===== src/rtl/overcooked_pkg.sv =====
// Shared types and constants for the kitchen game: game states, facing
// directions, tile codes, grid dimensions and the movement FSM encoding.
package overcooked_pkg;

  localparam int unsigned N_GRID_COLS = 13;
  localparam int unsigned N_GRID_ROWS = 8;
  localparam int unsigned POS_W       = 9;

  typedef enum logic [2:0] {
    GS_MENU    = 3'd0,
    GS_PLAYING = 3'd1,
    GS_PAUSED  = 3'd2,
    GS_OVER    = 3'd3
  } game_state_e;

  typedef enum logic [1:0] {
    DIR_UP    = 2'd0,
    DIR_DOWN  = 2'd1,
    DIR_LEFT  = 2'd2,
    DIR_RIGHT = 2'd3
  } dir_e;

  typedef logic [3:0] tile_code_t;

  localparam tile_code_t TILE_FLOOR   = 4'd0;
  localparam tile_code_t TILE_COUNTER = 4'd1;
  localparam tile_code_t TILE_STOVE   = 4'd2;
  localparam tile_code_t TILE_CRATE   = 4'd3;
  localparam tile_code_t TILE_WALL    = 4'd15;

  typedef logic [N_GRID_ROWS-1:0][N_GRID_COLS-1:0][3:0] grid_t;

  typedef enum logic [2:0] {
    S_IDLE    = 3'd0,
    S_CHK_X_A = 3'd1,
    S_CHK_X_B = 3'd2,
    S_CHK_Y_A = 3'd3,
    S_CHK_Y_B = 3'd4,
    S_DONE    = 3'd5
  } move_state_e;

endpackage


===== src/rtl/player_move_if.sv =====
// Per-player movement bus: frame sync, buttons, game state and grid in;
// registered location, facing and status out.
interface player_move_if;
  import overcooked_pkg::*;

  logic                 vsync;
  logic                 left;
  logic                 right;
  logic                 up;
  logic                 down;
  logic [2:0]           game_state;
  grid_t                object_grid;
  logic [POS_W-1:0]     player_loc_x;
  logic [POS_W-1:0]     player_loc_y;
  logic [1:0]           player_direction;
  logic                 player_moving;
  logic                 move_done;

  modport master (
    output vsync, left, right, up, down, game_state, object_grid,
    input  player_loc_x, player_loc_y, player_direction, player_moving, move_done
  );

  modport slave (
    input  vsync, left, right, up, down, game_state, object_grid,
    output player_loc_x, player_loc_y, player_direction, player_moving, move_done
  );
endinterface


===== src/rtl/tile_lookup.sv =====
// Combinational pixel-to-tile lookup: returns the tile code under (px, py)
// and whether it blocks movement. Off-grid pixels read as wall.
module tile_lookup
  import overcooked_pkg::*;
#(
  parameter int unsigned TILE_SIZE = 32
) (
  input  logic [POS_W-1:0] px,
  input  logic [POS_W-1:0] py,
  input  grid_t            object_grid,
  output tile_code_t       tile_code_c,
  output logic             blocked_c
);

  localparam int unsigned SHIFT = $clog2(TILE_SIZE);
  localparam int unsigned COL_W = $clog2(N_GRID_COLS);
  localparam int unsigned ROW_W = $clog2(N_GRID_ROWS);

  logic [POS_W-1:0] col_full;
  logic [POS_W-1:0] row_full;
  logic [COL_W-1:0] col_idx;
  logic [ROW_W-1:0] row_idx;

  assign col_full = px >> SHIFT;
  assign row_full = py >> SHIFT;
  assign col_idx  = COL_W'(col_full);
  assign row_idx  = ROW_W'(row_full);

  // Select the tile, treating anything outside the grid as solid
  always_comb begin
    tile_code_c = TILE_WALL;
    if ((col_full < POS_W'(N_GRID_COLS)) && (row_full < POS_W'(N_GRID_ROWS))) begin
      tile_code_c = object_grid[row_idx][col_idx];
    end
    blocked_c = (tile_code_c != TILE_FLOOR);
  end

endmodule


===== src/rtl/player_move.sv =====
// Per-player movement: once per frame turns held buttons into a clamped,
// collision-checked pixel position and a facing direction. X is resolved
// first, then Y against the updated X, so diagonal moves slide along walls.
module player_move
  import overcooked_pkg::*;
#(
  parameter int unsigned TILE_SIZE   = 32,
  parameter int unsigned PLAYER_SIZE = 32,
  parameter int unsigned SPEED       = 2,
  parameter int unsigned GRID_COLS   = N_GRID_COLS,
  parameter int unsigned GRID_ROWS   = N_GRID_ROWS,
  parameter int unsigned SPAWN_X     = 64,
  parameter int unsigned SPAWN_Y     = 64
) (
  input logic          clk_in,
  input logic          reset,
  player_move_if.slave pm
);

  localparam int unsigned X_MAX = GRID_COLS * TILE_SIZE - PLAYER_SIZE;
  localparam int unsigned Y_MAX = GRID_ROWS * TILE_SIZE - PLAYER_SIZE;
  localparam int unsigned EXT_W = POS_W + 1;

  move_state_e      state_q, state_d;
  logic             vsync_q, vsync_qq;
  logic [POS_W-1:0] x_q, x_d, y_q, y_d;
  dir_e             dir_q, dir_d;
  logic             moving_q, moving_d;
  logic             done_q, done_d;
  logic             x_neg_q, x_neg_d, x_pos_q, x_pos_d;
  logic             y_neg_q, y_neg_d, y_pos_q, y_pos_d;
  logic             blk_q, blk_d;
  logic             x_chg_q, x_chg_d;

  logic             tick_c;
  logic [POS_W-1:0] cand_x, cand_y, lead_x, lead_y;
  logic [POS_W-1:0] qx, qy;
  logic             lookup_blocked;
  logic             x_commit, y_commit;
  tile_code_t       unused_tile_code;

  // One step of SPEED in the requested sense, signed so a step below 0 clamps
  function automatic logic [POS_W-1:0] step_pos(input logic [POS_W-1:0] pos,
                                                input logic             neg,
                                                input logic [EXT_W-1:0] max_pos);
    logic signed [EXT_W-1:0] cand;
    if (neg) cand = $signed({1'b0, pos}) - $signed(EXT_W'(SPEED));
    else     cand = $signed({1'b0, pos}) + $signed(EXT_W'(SPEED));
    if (cand < $signed(EXT_W'(0)))       step_pos = '0;
    else if (cand > $signed(max_pos))    step_pos = POS_W'(max_pos);
    else                                 step_pos = POS_W'(cand);
  endfunction

  assign tick_c = vsync_q & ~vsync_qq;

  // Tile code is consumed by the action block; movement only needs the flag
  tile_lookup #(.TILE_SIZE(TILE_SIZE)) u_tile_lookup (
    .px          (qx),
    .py          (qy),
    .object_grid (pm.object_grid),
    .tile_code_c (unused_tile_code),
    .blocked_c   (lookup_blocked)
  );

  // Candidate positions, leading edges and the tile probed this cycle
  always_comb begin
    cand_x = step_pos(x_q, x_neg_q, EXT_W'(X_MAX));
    cand_y = step_pos(y_q, y_neg_q, EXT_W'(Y_MAX));
    lead_x = x_neg_q ? cand_x : cand_x + POS_W'(PLAYER_SIZE - 1);
    lead_y = y_neg_q ? cand_y : cand_y + POS_W'(PLAYER_SIZE - 1);
    qx     = x_q;
    qy     = y_q;
    case (state_q)
      S_CHK_X_A: begin qx = lead_x; qy = y_q; end
      S_CHK_X_B: begin qx = lead_x; qy = y_q + POS_W'(PLAYER_SIZE - 1); end
      S_CHK_Y_A: begin qx = x_q;    qy = lead_y; end
      S_CHK_Y_B: begin qx = x_q + POS_W'(PLAYER_SIZE - 1); qy = lead_y; end
      default:   begin qx = x_q;    qy = y_q; end
    endcase
  end

  assign x_commit = (x_neg_q | x_pos_q) & ~blk_q & ~lookup_blocked;
  assign y_commit = (y_neg_q | y_pos_q) & ~blk_q & ~lookup_blocked;

  // Next-state and datapath updates for the frame move sequence
  always_comb begin
    state_d  = state_q;
    x_d      = x_q;
    y_d      = y_q;
    dir_d    = dir_q;
    moving_d = moving_q;
    done_d   = 1'b0;
    x_neg_d  = x_neg_q;
    x_pos_d  = x_pos_q;
    y_neg_d  = y_neg_q;
    y_pos_d  = y_pos_q;
    blk_d    = blk_q;
    x_chg_d  = x_chg_q;

    if (pm.game_state == GS_MENU) begin
      state_d  = S_IDLE;
      x_d      = POS_W'(SPAWN_X);
      y_d      = POS_W'(SPAWN_Y);
      dir_d    = DIR_DOWN;
      moving_d = 1'b0;
    end else if (pm.game_state == GS_PLAYING) begin
      case (state_q)
        S_IDLE: begin
          if (tick_c) begin
            state_d = S_CHK_X_A;
            if (pm.up)         dir_d = DIR_UP;
            else if (pm.down)  dir_d = DIR_DOWN;
            else if (pm.left)  dir_d = DIR_LEFT;
            else if (pm.right) dir_d = DIR_RIGHT;
            x_neg_d = pm.left  & ~pm.right;
            x_pos_d = pm.right & ~pm.left;
            y_neg_d = pm.up    & ~pm.down;
            y_pos_d = pm.down  & ~pm.up;
            x_chg_d = 1'b0;
          end
        end
        S_CHK_X_A: begin
          blk_d   = lookup_blocked;
          state_d = S_CHK_X_B;
        end
        S_CHK_X_B: begin
          if (x_commit) x_d = cand_x;
          x_chg_d = x_commit & (cand_x != x_q);
          state_d = S_CHK_Y_A;
        end
        S_CHK_Y_A: begin
          blk_d   = lookup_blocked;
          state_d = S_CHK_Y_B;
        end
        S_CHK_Y_B: begin
          if (y_commit) y_d = cand_y;
          moving_d = x_chg_q | (y_commit & (cand_y != y_q));
          done_d   = 1'b1;
          state_d  = S_DONE;
        end
        S_DONE:  state_d = S_IDLE;
        default: state_d = S_IDLE;
      endcase
    end
  end

  // State and output registers
  always_ff @(posedge clk_in or posedge reset) begin
    if (reset) begin
      state_q  <= S_IDLE;
      vsync_q  <= 1'b0;
      vsync_qq <= 1'b0;
      x_q      <= POS_W'(SPAWN_X);
      y_q      <= POS_W'(SPAWN_Y);
      dir_q    <= DIR_DOWN;
      moving_q <= 1'b0;
      done_q   <= 1'b0;
      x_neg_q  <= 1'b0;
      x_pos_q  <= 1'b0;
      y_neg_q  <= 1'b0;
      y_pos_q  <= 1'b0;
      blk_q    <= 1'b0;
      x_chg_q  <= 1'b0;
    end else begin
      state_q  <= state_d;
      vsync_q  <= pm.vsync;
      vsync_qq <= vsync_q;
      x_q      <= x_d;
      y_q      <= y_d;
      dir_q    <= dir_d;
      moving_q <= moving_d;
      done_q   <= done_d;
      x_neg_q  <= x_neg_d;
      x_pos_q  <= x_pos_d;
      y_neg_q  <= y_neg_d;
      y_pos_q  <= y_pos_d;
      blk_q    <= blk_d;
      x_chg_q  <= x_chg_d;
    end
  end

  assign pm.player_loc_x     = x_q;
  assign pm.player_loc_y     = y_q;
  assign pm.player_direction = dir_q;
  assign pm.player_moving    = moving_q;
  assign pm.move_done        = done_q;

endmodule


===== src/flat_wrapper.sv =====
// flat-port wrapper written by rule: the top's interface ports become plain ports
module player_move_flat import overcooked_pkg::*;
#(
  parameter int unsigned TILE_SIZE   = 32,
  parameter int unsigned PLAYER_SIZE = 32,
  parameter int unsigned SPEED       = 2,
  parameter int unsigned GRID_COLS   = N_GRID_COLS,
  parameter int unsigned GRID_ROWS   = N_GRID_ROWS,
  parameter int unsigned SPAWN_X     = 64,
  parameter int unsigned SPAWN_Y     = 64
)
  (clk_in, reset, pm_vsync, pm_left, pm_right, pm_up, pm_down, pm_game_state, pm_object_grid, pm_player_loc_x, pm_player_loc_y, pm_player_direction, pm_player_moving, pm_move_done);
  player_move_if pm_i ();
  input logic clk_in;
  input logic reset;
  input wire logic [$bits(pm_i.vsync)-1:0] pm_vsync;
  input wire logic [$bits(pm_i.left)-1:0] pm_left;
  input wire logic [$bits(pm_i.right)-1:0] pm_right;
  input wire logic [$bits(pm_i.up)-1:0] pm_up;
  input wire logic [$bits(pm_i.down)-1:0] pm_down;
  input wire logic [$bits(pm_i.game_state)-1:0] pm_game_state;
  input wire logic [$bits(pm_i.object_grid)-1:0] pm_object_grid;
  output wire logic [$bits(pm_i.player_loc_x)-1:0] pm_player_loc_x;
  output wire logic [$bits(pm_i.player_loc_y)-1:0] pm_player_loc_y;
  output wire logic [$bits(pm_i.player_direction)-1:0] pm_player_direction;
  output wire logic [$bits(pm_i.player_moving)-1:0] pm_player_moving;
  output wire logic [$bits(pm_i.move_done)-1:0] pm_move_done;
  assign pm_i.vsync = pm_vsync;
  assign pm_i.left = pm_left;
  assign pm_i.right = pm_right;
  assign pm_i.up = pm_up;
  assign pm_i.down = pm_down;
  assign pm_i.game_state = pm_game_state;
  assign pm_i.object_grid = pm_object_grid;
  assign pm_player_loc_x = pm_i.player_loc_x;
  assign pm_player_loc_y = pm_i.player_loc_y;
  assign pm_player_direction = pm_i.player_direction;
  assign pm_player_moving = pm_i.player_moving;
  assign pm_move_done = pm_i.move_done;
  player_move #(.TILE_SIZE(TILE_SIZE), .PLAYER_SIZE(PLAYER_SIZE), .SPEED(SPEED), .GRID_COLS(GRID_COLS), .GRID_ROWS(GRID_ROWS), .SPAWN_X(SPAWN_X), .SPAWN_Y(SPAWN_Y)) u_core (.clk_in(clk_in), .reset(reset), .pm(pm_i));
endmodule

===== config.mk =====
export PLATFORM = sky130hd
export DESIGN_NAME = player_move_flat
export DESIGN_NICKNAME = d
export VERILOG_FILES = /design/src/rtl/overcooked_pkg.sv /design/src/rtl/player_move_if.sv /design/src/rtl/tile_lookup.sv /design/src/rtl/player_move.sv /design/src/flat_wrapper.sv
export SDC_FILE = /design/constraint.sdc
export NUM_CORES = 1
export LEC_CHECK = 0
export CORE_AREA = 2 2 174 176
export DETAILED_ROUTE_END_ITERATION = 10
export DIE_AREA = 0 0 176 178
export PLACE_DENSITY = 0.52
export REMOVE_ABC_BUFFERS = 1
export SYNTH_ARGS = -nofsm -noshare
export SYNTH_HDL_FRONTEND = slang
export SYNTH_SLANG_ARGS = --single-unit

===== constraint.sdc =====
create_clock -name clk_in -period 4.65 [get_ports clk_in]
set_input_delay 0.93 -clock clk_in [delete_from_list [all_inputs] [get_ports clk_in]]
set_output_delay 0.93 -clock clk_in [all_outputs]
set_load 0.1 [all_outputs]

# Word-level counts from Yosys, hierarchy flattened
# Index checks and enable logic that the tools add are counted.
# op_classes
n_mux	43
addsub	8
bitwise_logic	22
eq_ne	9
order_cmp	8
n_reduce_logical	24
# op_table
cell	count
52-bit binary-select mux with 3-bit select	1
9-bit 2-to-1 mux	14
52-bit 2-to-1 mux	1
9-bit by 5-bit adder with 9-bit output, second input constant	4
9-bit case mux with 2 select lines	2
9-bit by 2-bit adder with 10-bit output, second input constant	2
10-bit by 1-bit less-than comparator with 1-bit output, second input constant	2
10-bit 2-to-1 mux	2
9-bit by 2-bit subtractor with 10-bit output, second input constant	2
9-bit inequality test	2
4-bit binary-select mux with 4-bit select	1
2-bit 2-to-1 mux	8
2-bit nonzero test	8
3-bit case mux with 5 select lines	1
4-bit AND reduction	3
1-bit bitwise AND	11
10-bit greater-than comparator, second input constant	1
10-bit by 9-bit greater-than comparator with 1-bit output, second input constant	1
3-bit 2-to-1 mux	3
3-bit AND reduction	3
4-bit less-than comparator, second input constant	2
4-bit 2-to-1 mux	2
1-bit inverter	8
1-bit 2-to-1 mux	7
15 further kinds	23
# totals
out_inout_bits	22
ff_bits	33

# Depth between registers and ports, before layout
# Gate-level depths: netlist of the first run.
# logic_depth
depth_word	21
ltp_mapped	20

# By module
# Synthesis of the first run repeated with hierarchy kept, for this count alone.
# hier_totals
cells_unflattened	755
area_unflattened_um2	7215.7
# by_module_without_submodules
mod	area_per_inst_um2	cells_each	seq_area_each_um2	n_inst
player_move	3612.2	463	829.5	1
tile_lookup	3603.5	292	0.0	1

# Worst setup path after synthesis of the first run
# No wires, ideal clock.
# synth_path
path_kind	flip-flop to flip-flop
from	reg u_core.y_q[2] (netlist: u_core.pm.player_loc_y[2])
to	reg u_core.y_q[0] (netlist: u_core.pm.player_loc_y[0])
t_arrival_ns	4.701
required_time_ns	4.529
n_path_buf	2
stages_incl_launch_ff	15
slack_ns	-0.173
cell_sequence	dfrtp_1 -> fa_1 -> nor4b_1 -> o21a_1 -> xnor2_1 -> a2bb2oi_4 -> a31o_1 -> buf_6 -> or3_1 -> o311ai_1 -> o2111ai_1 -> o41a_2 -> or3_1 -> buf_2 -> o211a_1
# synth_via
elab_chain_len	18
# synth_rtl
element	line_no	text
start, declared	player_move.sv:26	logic [POS_W-1:0] x_q, x_d, y_q, y_d;
start signal, assigned	player_move.sv:154	y_q <= POS_W'(SPAWN_Y);
start signal, assigned	player_move.sv:169	y_q <= y_d;
9-bit by 2-bit adder with 10-bit output / 9-bit by 2-bit subtractor with 10-bit output (equally long branches)	player_move.sv:48, player_move.sv:47	
10-bit 2-to-1 mux	player_move.sv:47	if (neg) cand = $signed({1'b0, pos}) - $signed(EXT_W'(SPEED));
10-bit by 9-bit greater-than comparator with 1-bit output	player_move.sv:50	else if (cand > $signed(max_pos)) step_pos = POS_W'(max_pos);
9-bit 2-to-1 mux	player_move.sv:50	
9-bit 2-to-1 mux	player_move.sv:49	if (cand < $signed(EXT_W'(0))) step_pos = '0;
9-bit by 5-bit adder with 9-bit output	player_move.sv:70	lead_y = y_neg_q ? cand_y : cand_y + POS_W'(PLAYER_SIZE - 1);
9-bit 2-to-1 mux	player_move.sv:70	
9-bit case mux with 2 select lines	player_move.sv:73	case (state_q)
[2 not listed]	--	
4-bit binary-select mux with 4-bit select	tile_lookup.sv:33	tile_code_c = object_grid[row_idx][col_idx];
4-bit 2-to-1 mux (implied by the code)	tile_lookup.sv:33	
4-bit 2-to-1 mux	tile_lookup.sv:32	if ((col_full < POS_W'(N_GRID_COLS)) && (row_full < POS_W'(N_GRID_ROWS))) begin
4-bit nonzero test	tile_lookup.sv:35	blocked_c = (tile_code_c != TILE_FLOOR);
1-bit inverter	player_move.sv:83	assign y_commit = (y_neg_q | y_pos_q) & ~blk_q & ~lookup_blocked;
1-bit bitwise AND	player_move.sv:83	
2-bit nonzero test (no source line)	--	
3-bit AND reduction (no source line)	--	
# Parallel ways exist; a longest one is shown, timed or not. The select of a mux whose other input is x is not followed.
# A chain may end at the register's enable or synchronous reset.

# Final worst setup path of the first run
# layout_path
from	reg u_core.y_neg_q
to	reg u_core.x_q[1] (netlist: u_core.pm.player_loc_x[1])
# layout_via
elab_chain_len	17
# layout_rtl
element	line_no	text
start, declared	player_move.sv:31	logic y_neg_q, y_neg_d, y_pos_q, y_pos_d;
start signal, assigned	player_move.sv:175	y_neg_q <= y_neg_d;
10-bit 2-to-1 mux	player_move.sv:47	
10-bit by 9-bit greater-than comparator with 1-bit output	player_move.sv:50	
9-bit 2-to-1 mux	player_move.sv:50	
9-bit 2-to-1 mux	player_move.sv:49	
9-bit by 5-bit adder with 9-bit output	player_move.sv:70	
9-bit 2-to-1 mux (*)	player_move.sv:70	
9-bit case mux with 2 select lines (*)	player_move.sv:73	
52-bit binary-select mux with 3-bit select	tile_lookup.sv:33	
52-bit 2-to-1 mux (implied by the code)	tile_lookup.sv:33	
4-bit binary-select mux with 4-bit select	tile_lookup.sv:33	
4-bit 2-to-1 mux (implied by the code)	tile_lookup.sv:33	
4-bit 2-to-1 mux (*)	tile_lookup.sv:32	
4-bit nonzero test (*)	tile_lookup.sv:35	
1-bit inverter (*)	player_move.sv:82	assign x_commit = (x_neg_q | x_pos_q) & ~blk_q & ~lookup_blocked;
1-bit bitwise AND (*)	player_move.sv:82	
2-bit nonzero test (no source line) (*)	--	
3-bit AND reduction (no source line) (*)	--	
end signal, assigned	player_move.sv:153	x_q <= POS_W'(SPAWN_X);
end, declared	player_move.sv:26	
# Mark *: on every way between the ends. The rest lies on a longest branch, timed or not. The select of a mux whose other input is x is not followed.

==> results of run 1 <==
per-layer routing:
layer	up-vias	wire length, um
li1	4540	-
met1	4398	16030
met2	311	20410
met3	37	2274
met4	6	546
met5	-	41
how the worst min path moves through the flow:
stage	end	depth (start not counted)
2_1_floorplan	u_core.vsync_qq	0
6_report	u_core.vsync_qq	0
5_1_grt	u_core.vsync_qq	0
3_3_place_gp	u_core.vsync_qq	0
4_1_cts	u_core.vsync_qq	0
3_5_place_dp	u_core.vsync_qq	0
power breakdown:
group | internal [uW] | leakage [uW] | switching (uW)
registers | 323 | 0.000430 | 40.1
logic | 1410 | 0.00455 | 1440
clock network | 210 | 0.0000700 | 118
metrics by stage:
stage	total power (uW)	util	instances	TNS [ps]
after CTS	3382	0.4379	1815	0
final	3542	0.4572	1829	-53.63
after floorplan	1534	-	781	-28010
after global routing	3755	0.4572	1829	-2395
after global placement	2760	0.4059	1776	-3802
after detailed placement	2771	0.4059	1776	-4171
repair_timing:
| action | 4_1_cts | 5_1_grt |
|---|---|---|
| cloned | 4 | 1 |
| setup endpoints to repair | 20 | 20 |
| pin swaps | 34 | 42 |
| gates resized for setup | 91 | 92 |
| hold buffers | 0 | 0 |
| setup buffers | 31 | 15 |
worst reg2reg max path: cells and delay by family (launching register included):
kind	cells	cell delay [ps]
adders and majority gates	1	210
AOI/OAI and AO/OA	6	1620
and+or+nand+nor	5	1300
muxes	1	270
buffers and inverters	5	720
DFF	1	460
registers in the layout, indices dropped and copies added (netlist names):
register	cells
u_core.y_pos_q	1
u_core.pm.move_done	1
u_core.pm.player_loc_y	9
u_core.vsync_qq	1
u_core.x_neg_q	1
u_core.pm.player_moving	1
u_core.x_pos_q	1
u_core.y_neg_q	1
u_core.state_q	3
u_core.vsync_q	1
u_core.x_chg_q	1
u_core.pm.player_loc_x	9
u_core.blk_q	1
u_core.pm.player_direction	2
layout by cell type (no fill, tap or decap), drive strengths merged, types with 5 or more instances in the layout:
cell	Yosys	final
mux2i	22	22
a2111oi	8	8
o21a	8	8
clkbuf	19	8
or3	13	13
nor3	62	62
clkdlybuf4s50	0	447
o211ai	11	11
a211o	7	7
o41ai	18	18
or2	6	6
xnor2	9	9
or4	13	13
nor2	85	85
and2	7	7
o21bai	5	5
o311ai	8	8
o21ai	43	43
a221oi	7	7
ha	14	14
xor2	7	7
nand2	65	65
buf	26	201
o31ai	8	8
nor4b	6	6
inv	13	13
dfrtp	30	30
a221o	5	5
a211oi	9	9
nand3	37	37
nor4	58	58
a21o	6	6
and3	17	17
a31oi	23	23
nand4	8	8
a21oi	60	60
cell families after synthesis:
group                    after synthesis  share of synthesized area
XOR/XNOR                              16                    0.02478
buffers and inverters                 58                    0.04850
multiplexers                          26                    0.04451
AO/OA/AOI/OAI                        276                     0.3483
adder cells (fa/ha/maj)               16                    0.03611
AND/OR/NAND/NOR                      401                     0.3586
flip-flops                            33                     0.1392
cell type report:
type / instances / area share
Tap cell: 390 / 0.03630
Clock buffer: 7 / 0.01061
Antenna cell: 2 / 0.0003723
Inverter: 13 / 0.003630
Sequential cell: 33 / 0.06189
Timing Repair Buffer: 649 / 0.4640
Multi-Input combinational cell: 735 / 0.4232
==> flow_summary.ini, run 1 <==
[critical_path]
crit_type = reg2reg
rr_worst_depth = 18
critPathMaxFanout = 7
r2r_end = u_core.pm.player_loc_x[1]
path_cells = buf_6 > ha_4 > a211o_1 > a2111oi_4 > a211o_2 > buf_4 > and2b_4 > a221o_1 > or2_4 > buf_4 > buf_4 > or4_1 > a31oi_2 > o41a_4 > nor3_2 > buf_4 > and4b_1 > mux2_4
crit_path_start = u_core.y_neg_q
cp_common_cell = buf_4
crit_family = compound AO/OA/AOI/OAI gates
crit_path_end = u_core.pm.player_loc_x[1]
cp.depth = 18
r2r_slack_ps = -40
worst-path-buf-inv = 5
rr_startpoint = u_core.y_neg_q
worst_setup_path_start_kind = register
worstPathArrival_ps = 4850
cp-end-kind = register
required_ps = 4820
slowest_stage = or4_1
slowest_delay_ps = 550

[global_routing]
grt_util_met3 = 0.03879
antenna_found_initial = 5
grt-ovfl-total = 0
gr-usage-all-layers = 0.2347
grt_pass1_vias = 9358
grt_pass1_wl_um = 56090
gr-max-usage-layer = met2
grt_max_degree = 34
grtUsageMet2 = 0.4288
grt_use_met1 = 0.2888

[detailed_routing]
drt_iter0_drc = 565
post_drt_wl_per_cell_um = 21.49
detail-route-antenna-nets = 0
wl_um = 39310
drt_pre_antenna_iters = 5
drt-vias-per-instance = 5.080
vias = 9292
drc = 0

[synthesis]
synth_cell_types = 97
synth_top_area_cell = dfrtp_1
synth_cells = 826
synth_area_per_cell_um2 = 7.215
seq_area_frac_synth = 0.1392
yosysWarningCount = 0
synth_common_cells = nor2_1 (82), nand2_1 (63), a21oi_1 (60)
syn_area_um2 = 5959
synth.area.top_cells = dfrtp_1 (13%), nor4_1 (6.0%), nor2_1 (5.2%)
synth-main-ff-cell = dfrtp_1
synth_edf_count = 0
async_flop_share = 1.000
ys_ff_latch = 33
synth_most_common_cell = nor2_1
yosysTopAreaCellShare = 0.1260

[layout]
syn_to_final_growth_pct = 125.6
final_nets = 1879
design_area_um2 = 13440
regArea_um2 = 832.0
drive_gt1_frac = 0.2477
multiInputGateArea_um2 = 5689
final.fill_count = 2894

[clock_network]
insertion_delay_ps = 280
clk_pin_slew_ps = 50
cts-root-buf = clkbuf_16
numClockSinks = 33
htreeDepth = 2
cts_buffers = 5
cts_tree = done
clockBufferDepth = 2

[floorplanning]
boundaryPins = 448
core-area_um2 = 29400
die_width_um = 176
die_area_um2 = 31330
start_util = 0.2027
die_h_um = 178
row_count = 63

[timing]
final.min_clock_period_ps = 4688
max_freq_mhz = 213.3
period_share = 1.008
setup_violations = 5
fin_skew_ps = 6.808
whs_ps = 388.3
slew_headroom = 0.3225
drv_slew = 0
max_slew.worst_pin.slew_ps = 1013
hold_violations = 0
rsz0062_at_grt = true
fin_ws_ps = -37.59

[power]
total_leakage_power_uw = 0.005053
p_per_area_nw_per_um2 = 263.5
vdd_ir_drop_max_uv = 148.3

[status]
status = complete, but fails checks
violations = setup timing

[place]
port_buffers = 447
placed_area_um2 = 11930
dp_slack_ps = -323.2
dp_hpwl_um = 32500
place.gp.congestion = 0.8699

[flow_run]
maxCapViolCount = 0

[min_path]
hp-class = reg2reg
hold_path.startpoint = u_core.vsync_q
Power figures use the tool's default switching activity.
==> run 2, diff against run 1 <==
--- a/config.mk
+++ b/config.mk
@@ -8,6 +8,7 @@
 export CORE_AREA = 2 2 174 176
 export DETAILED_ROUTE_END_ITERATION = 10
 export DIE_AREA = 0 0 176 178
+export GPL_TIMING_DRIVEN = 0
 export PLACE_DENSITY = 0.52
 export REMOVE_ABC_BUFFERS = 1
 export SYNTH_ARGS = -nofsm -noshare
==> run 2 against run 1 <==
Net effect:
- the flow still finishes with violations (setup timing)
- fmax is 0.76% higher
- utilization is 3.3 points lower
- final cell count is 6.4% lower
- die area stayed put
- sequential share of layout area is 0.56 points higher
- worst setup slack better by 35 ps
- clock skew is 1.9 ps lower
- critical endpoint is now u_core.pm.player_loc_y[0]
- largest cell class is now multi-input gates
- largest power group unchanged
==> flow_summary.ini, run 2 (synthesis results as in run 1) <==
[detailed_routing]
detail-route-antenna-nets = 0
drt_pre_antenna_iters = 5
drt_iter0_drc = 441
wl_um = 37840
drt-vias-per-instance = 5.158
post_drt_wl_per_cell_um = 22.10
drc = 0
vias = 8831

[clock_network]
clockBufferDepth = 2
cts_buffers = 5
htreeDepth = 2
numClockSinks = 33
cts_tree = done
insertion_delay_ps = 280
cts-root-buf = clkbuf_16
clk_pin_slew_ps = 50

[power]
pwr-share-clk = 0.095
intPower_uw = 1754
swShare = 0.4738
p_per_area_nw_per_um2 = 267.0
pwr-share-seq = 0.119
p_sw_uw = 1579
comb_power_share = 0.786
total_leakage_power_uw = 0.004461
vdd_ir_drop_max_uv = 147.8

[floorplanning]
start_util = 0.2027
row_count = 63
boundaryPins = 448
die_h_um = 178
die_area_um2 = 31330
die_width_um = 176
core-area_um2 = 29400

[critical_path]
slowest_stage = o41a_4
critPathMaxFanout = 8
rr_startpoint = u_core.y_neg_q
worstPathArrival_ps = 4820
crit_type = reg2reg
path_cells = buf_6 > ha_4 > a2111oi_4 > o21ai_2 > a221oi_4 > buf_12 > a2bb2oi_4 > a31oi_4 > clkbuf_16 > clkbuf_16 > nor3_2 > nor2_1 > a211o_1 > o41a_4 > buf_6 > or3_4 > o211a_1
required_ps = 4810
slowest_delay_ps = 560
cp-end-kind = register
worst_setup_path_start_kind = register
crit_path_start = u_core.y_neg_q

[layout]
syn_to_final_growth_pct = 109.4
utilization = 0.4245
final_common_cell = clkdlybuf4s50_1
layout_common_cells = clkdlybuf4s50_1 (447), nor2_1 (76), buf_4 (63)
final.fill_count = 2928
design_area_um2 = 12480
drive_gt1_frac = 0.1853
antenna_cells = 0
final_nets = 1763

[min_path]
hold_path.startpoint = u_core.vsync_q
hp-class = reg2reg

[global_routing]
grt_pass1_wl_um = 53110
gr-usage-all-layers = 0.2230
grt_pass1_vias = 8481
grt-ovfl-total = 0
antenna_found_initial = 2
grt_max_degree = 39

[place]
dp_slack_ps = -2124
placed_area_um2 = 10780
place.gp.congestion = 0.8239
port_buffers = 447
dp_hpwl_um = 30150

[timing]
setup_violations = 1
slew_headroom = 0.3329
period_share = 1.001
rsz0062_at_grt = true
fin_ws_ps = -2.460
hold_violations = 0
fin_setup_tns_ps = -2.460
max_freq_mhz = 214.9
fin_skew_ps = 4.926
drv_slew = 0
final.min_clock_period_ps = 4652
max_slew.worst_pin.slew_ps = 997.5

[flow_run]
maxCapViolCount = 0

[status]
violations = setup timing
status = complete, but fails checks
run 2: final timing paths:
path	endpoint	slack, ps	cells after the start
hold / removal	u_core.vsync_qq	370	0
setup / recovery	u_core.pm.player_loc_y[0]	-2	17
max in group asynchronous	u_core.x_neg_q	3010	2
setup reg to reg	u_core.pm.player_loc_y[0]	-2	17
min in group asynchronous	u_core.pm.player_loc_y[2]	1090	2
hold reg to reg	u_core.vsync_qq	370	0
run 2: critical path: cells and delay by family, from the launching register on:
family                     cells  cell delay, ps
DFF                            1             470
AOI/OAI and AO/OA              8            2290
buffers and inverters          5             870
adders and majority gates      1             270
and+or+nand+nor                3             610
run 2: metal layers:
metal  part of all wire  vias up  track usage  routed length (um)
li1                   -     4300            -                   -
met1               0.42     4193       0.2815               15860
met2               0.50      291       0.3927               18960
met3              0.056       43      0.03474                2123
met4              0.023        4      0.06336                 870
met5            0.00071        -            0                  27
run 2: final cells by class:
type	instances	area (um^2)	share of cell area
Multi-Input combinational cell	735	5609	0.4494
Timing Repair Buffer	533	5355	0.4290
Sequential cell	33	842.1	0.06746
Tap cell	390	488.0	0.03909
Clock buffer	6	128.9	0.01032
Inverter	13	48.80	0.003909
Clock inverter	2	10.01	0.0008019
run 2: stage by stage:
| step | total power, uW | cells | hold slack, ps |
|---|---|---|---|
| floorplan | 1534 | 781 | 346.5 |
| global placement | 2350 | 1618 | 355.9 |
| detailed placement | 2376 | 1624 | 356.9 |
| CTS | 3102 | 1683 | 369.3 |
| global route | 3542 | 1712 | 381.8 |
| finish | 3333 | 1712 | 368.7 |
run 2: power groups by stage:
| stage | combinational (uW) | sequential [uW] | clock [uW] |
|---|---|---|---|
| finish | 2620 | 397 | 317 |
| global route | 2800 | 407 | 336 |
| global placement | 1950 | 405 | 0 |
| floorplan | 1020 | 510 | 0 |
| detailed placement | 1970 | 407 | 0 |
| CTS | 2380 | 396 | 324 |
run 2: repair_timing:
item / 4_1_cts / 5_1_grt
hold buffers: 0 / 0
cloned: 2 / 3
endpoints found under the setup margin: 21 / 21
resized for setup: 100 / 70
buffers inserted: 49 / 27
pin swaps: 30 / 41
endpoints found under the hold margin: 0 / 0
==> run 3, diff against run 2 <==
--- a/config.mk
+++ b/config.mk
@@ -5,12 +5,13 @@
 export SDC_FILE = /design/constraint.sdc
 export NUM_CORES = 1
 export LEC_CHECK = 0
-export CORE_AREA = 2 2 174 176
+export CORE_AREA = 2 2 176 178
 export DETAILED_ROUTE_END_ITERATION = 10
-export DIE_AREA = 0 0 176 178
+export DIE_AREA = 0 0 178 180
 export GPL_TIMING_DRIVEN = 0
-export PLACE_DENSITY = 0.52
+export PLACE_DENSITY = 0.55
 export REMOVE_ABC_BUFFERS = 1
 export SYNTH_ARGS = -nofsm -noshare
 export SYNTH_HDL_FRONTEND = slang
+export SYNTH_HIERARCHICAL = 1
 export SYNTH_SLANG_ARGS = --single-unit
==> run 3 against run 2 <==
Net effect:
- the run still ends with setup timing left
- clock power shrank 2%
- utilization grew 0.33 points
- cell area grew 3.5%
- total power grew 9.3%
- sequential power shrank 5.3%
- first-iteration DRC count grew 12%
- final cell count shrank 8.7%
- global-route usage grew 1.6 points
- hold slack is essentially flat
- critical endpoint is now u_core/pm.player_loc_x[5]
- sequential share of layout area shrank 0.27 points
==> flow_summary.ini, run 3 <==
[status]
status = complete, but fails checks
violations = setup timing

[layout]
layout_common_cells = clkdlybuf4s50_1 (447), mux4_2 (96), buf_4 (49)
final.fill_count = 2945
multiInputGateArea_um2 = 6017
final_common_cell = clkdlybuf4s50_1
syn_to_final_growth_pct = 91.17
drive_gt1_frac = 0.2446
final_nets = 1604
regArea_um2 = 837.1
design_area_um2 = 12920

[power]
p_per_area_nw_per_um2 = 282.1
vdd_ir_drop_max_uv = 136.2
total_leakage_power_uw = 0.004889

[critical_path]
r2r_slack_ps = -1840
cp-end-kind = register
rr_worst_depth = 22
r2r_end = u_core/pm.player_loc_x[5]
critPathMaxFanout = 13
required_ps = 4860
rr_startpoint = u_core/x_neg_q
crit_type = reg2reg
worst_setup_path_start_kind = register
worstPathArrival_ps = 6700

[clock_network]
numClockSinks = 33
clk_pin_slew_ps = 50
htreeDepth = 2
cts_buffers = 5
cts_tree = done
clockBufferDepth = 2
cts-root-buf = clkbuf_16
insertion_delay_ps = 270

[global_routing]
grt-ovfl-total = 0
grt_max_degree = 34
gr-usage-all-layers = 0.2387
grt_pass1_wl_um = 56140
grt_pass1_vias = 8387
antenna_found_initial = 23

[floorplanning]
row_count = 64
die_h_um = 180
die_area_um2 = 32040
boundaryPins = 448
die_width_um = 178
start_util = 0.2238
core-area_um2 = 30190

[synthesis]
syn_area_um2 = 6756
synth_cells = 681
synth_area_per_cell_um2 = 9.921
yosysWarningCount = 6

[detailed_routing]
drt_pre_antenna_iters = 5
wl_um = 39330
detail-route-antenna-nets = 0
vias = 8271
drt_iter0_drc = 496
drt-vias-per-instance = 5.292
drc = 0
post_drt_wl_per_cell_um = 25.16

[timing]
setup_violations = 21
max_freq_mhz = 154.2
hold_violations = 0
rsz0062_at_grt = true
slew_headroom = 0.2958
fin_setup_tns_ps = -36820
final.min_clock_period_ps = 6487
drv_slew = 0
period_share = 1.395
max_slew.worst_pin.slew_ps = 1056
fin_ws_ps = -1837
fin_skew_ps = 2.567

[place]
place.gp.congestion = 0.8902
placed_area_um2 = 11680
port_buffers = 447
dp_hpwl_um = 31420

[min_path]
hold_path.startpoint = u_core/vsync_q
hp-class = reg2reg
holdPathStages = 0
min_to = u_core/vsync_qq

[flow_run]
maxCapViolCount = 0
run 3: cell types whose count changed in the layout (fill, tap and decap cells not counted), moves of 13 or more:
cell	before	now
mux2i_1	18	31
mux4_2	0	96
o41ai_1	18	0
a31oi_1	17	4
nor2_1	76	35
nand2_1	58	44
a21oi_1	58	25
buf_4	63	49
nor3_1	49	13
nor4_1	50	2
run 3: metrics by stage:
step | hold WS, ps | setup WS, ps | total power [uW] | util | instances
detailed placement | 357.4 | -3340 | 2743 | 0.3869 | 1483
finish | 369.1 | -1837 | 3643 | 0.4278 | 1563
global placement | 353.8 | -20860 | 2760 | 0.3778 | 1470
CTS | 370.4 | -1764 | 3473 | 0.4179 | 1538
floorplan | 346.5 | -12940 | 1867 | - | 627
global route | 378.2 | -2023 | 3882 | 0.4276 | 1560
run 3: routing by layer:
metal / vias up / routed length, um / global-route usage
li1: 3742 / - / -
met1: 4098 / 15310 / 0.2930
met2: 349 / 20030 / 0.4150
met3: 62 / 3120 / 0.06578
met4: 20 / 735 / 0.04885
met5: - / 129 / 0
run 3: final cells by class:
cell class | instances | area share
diodes | 10 | 0.001937
clock buffers | 6 | 0.009978
clock inverters | 2 | 0.0007750
inverters | 22 | 0.006975
multi-input cells | 574 | 0.4659
flip-flops and latches | 33 | 0.06481
well taps | 396 | 0.03836
repair buffers | 519 | 0.4107
repair inverters | 1 | 0.0005812
run 3: worst max path at each step:
stage,startpoint,endpoint,slack [ps],cells after the start
floorplan,u_core/pm.player_loc_y[7],u_core/pm.player_loc_x[2],-12940,19
global placement,u_core/y_neg_q,u_core/pm.player_loc_y[6],-20860,19
detailed placement,u_core/y_neg_q,u_core/pm.player_loc_x[2],-3340,25
CTS,u_core/y_neg_q,u_core/pm.player_loc_x[4],-1760,26
global route,u_core/y_neg_q,u_core/pm.player_moving,-2020,26
finish,u_core/x_neg_q,u_core/pm.player_loc_x[5],-1840,22
run 3: where the power goes:
part	switching [uW]	total, uW	leakage, uW	internal (uW)
clock network	114	310	0.0000707	196
registers	50.9	376	0.000424	325
logic	1500	2960	0.00439	1450
total	1670	3640	0.00489	1980
run 3: what timing repair did:
| action | in CTS | in global routing |
|---|---|---|
| resized for setup | 82 | 31 |
| setup buffers | 41 | 15 |
| pin swaps | 31 | 18 |
| hold endpoints to repair | 0 | 0 |
| hold buffers | 0 | 0 |
| cloned | 6 | 0 |
| setup endpoints to repair | 21 | 21 |
run 3: critical path, cell delays in order, from the launching register on:
cell	delay, ps
dfrtp_4	580
ha_1	420
a211o_1	350
a2111o_1	410
o211ai_1	200
o311ai_4	190
and2_2	280
a41oi_1	480
nand3b_1	150
buf_4	190
buf_4	210
or2_2	370
a31oi_2	280
nand2_1	170
a311oi_2	350
a21bo_2	240
nor3_2	60
or4b_4	550
nor2_4	160
o211ai_1	130
or2_4	330
nor2_4	150
a22o_1	140
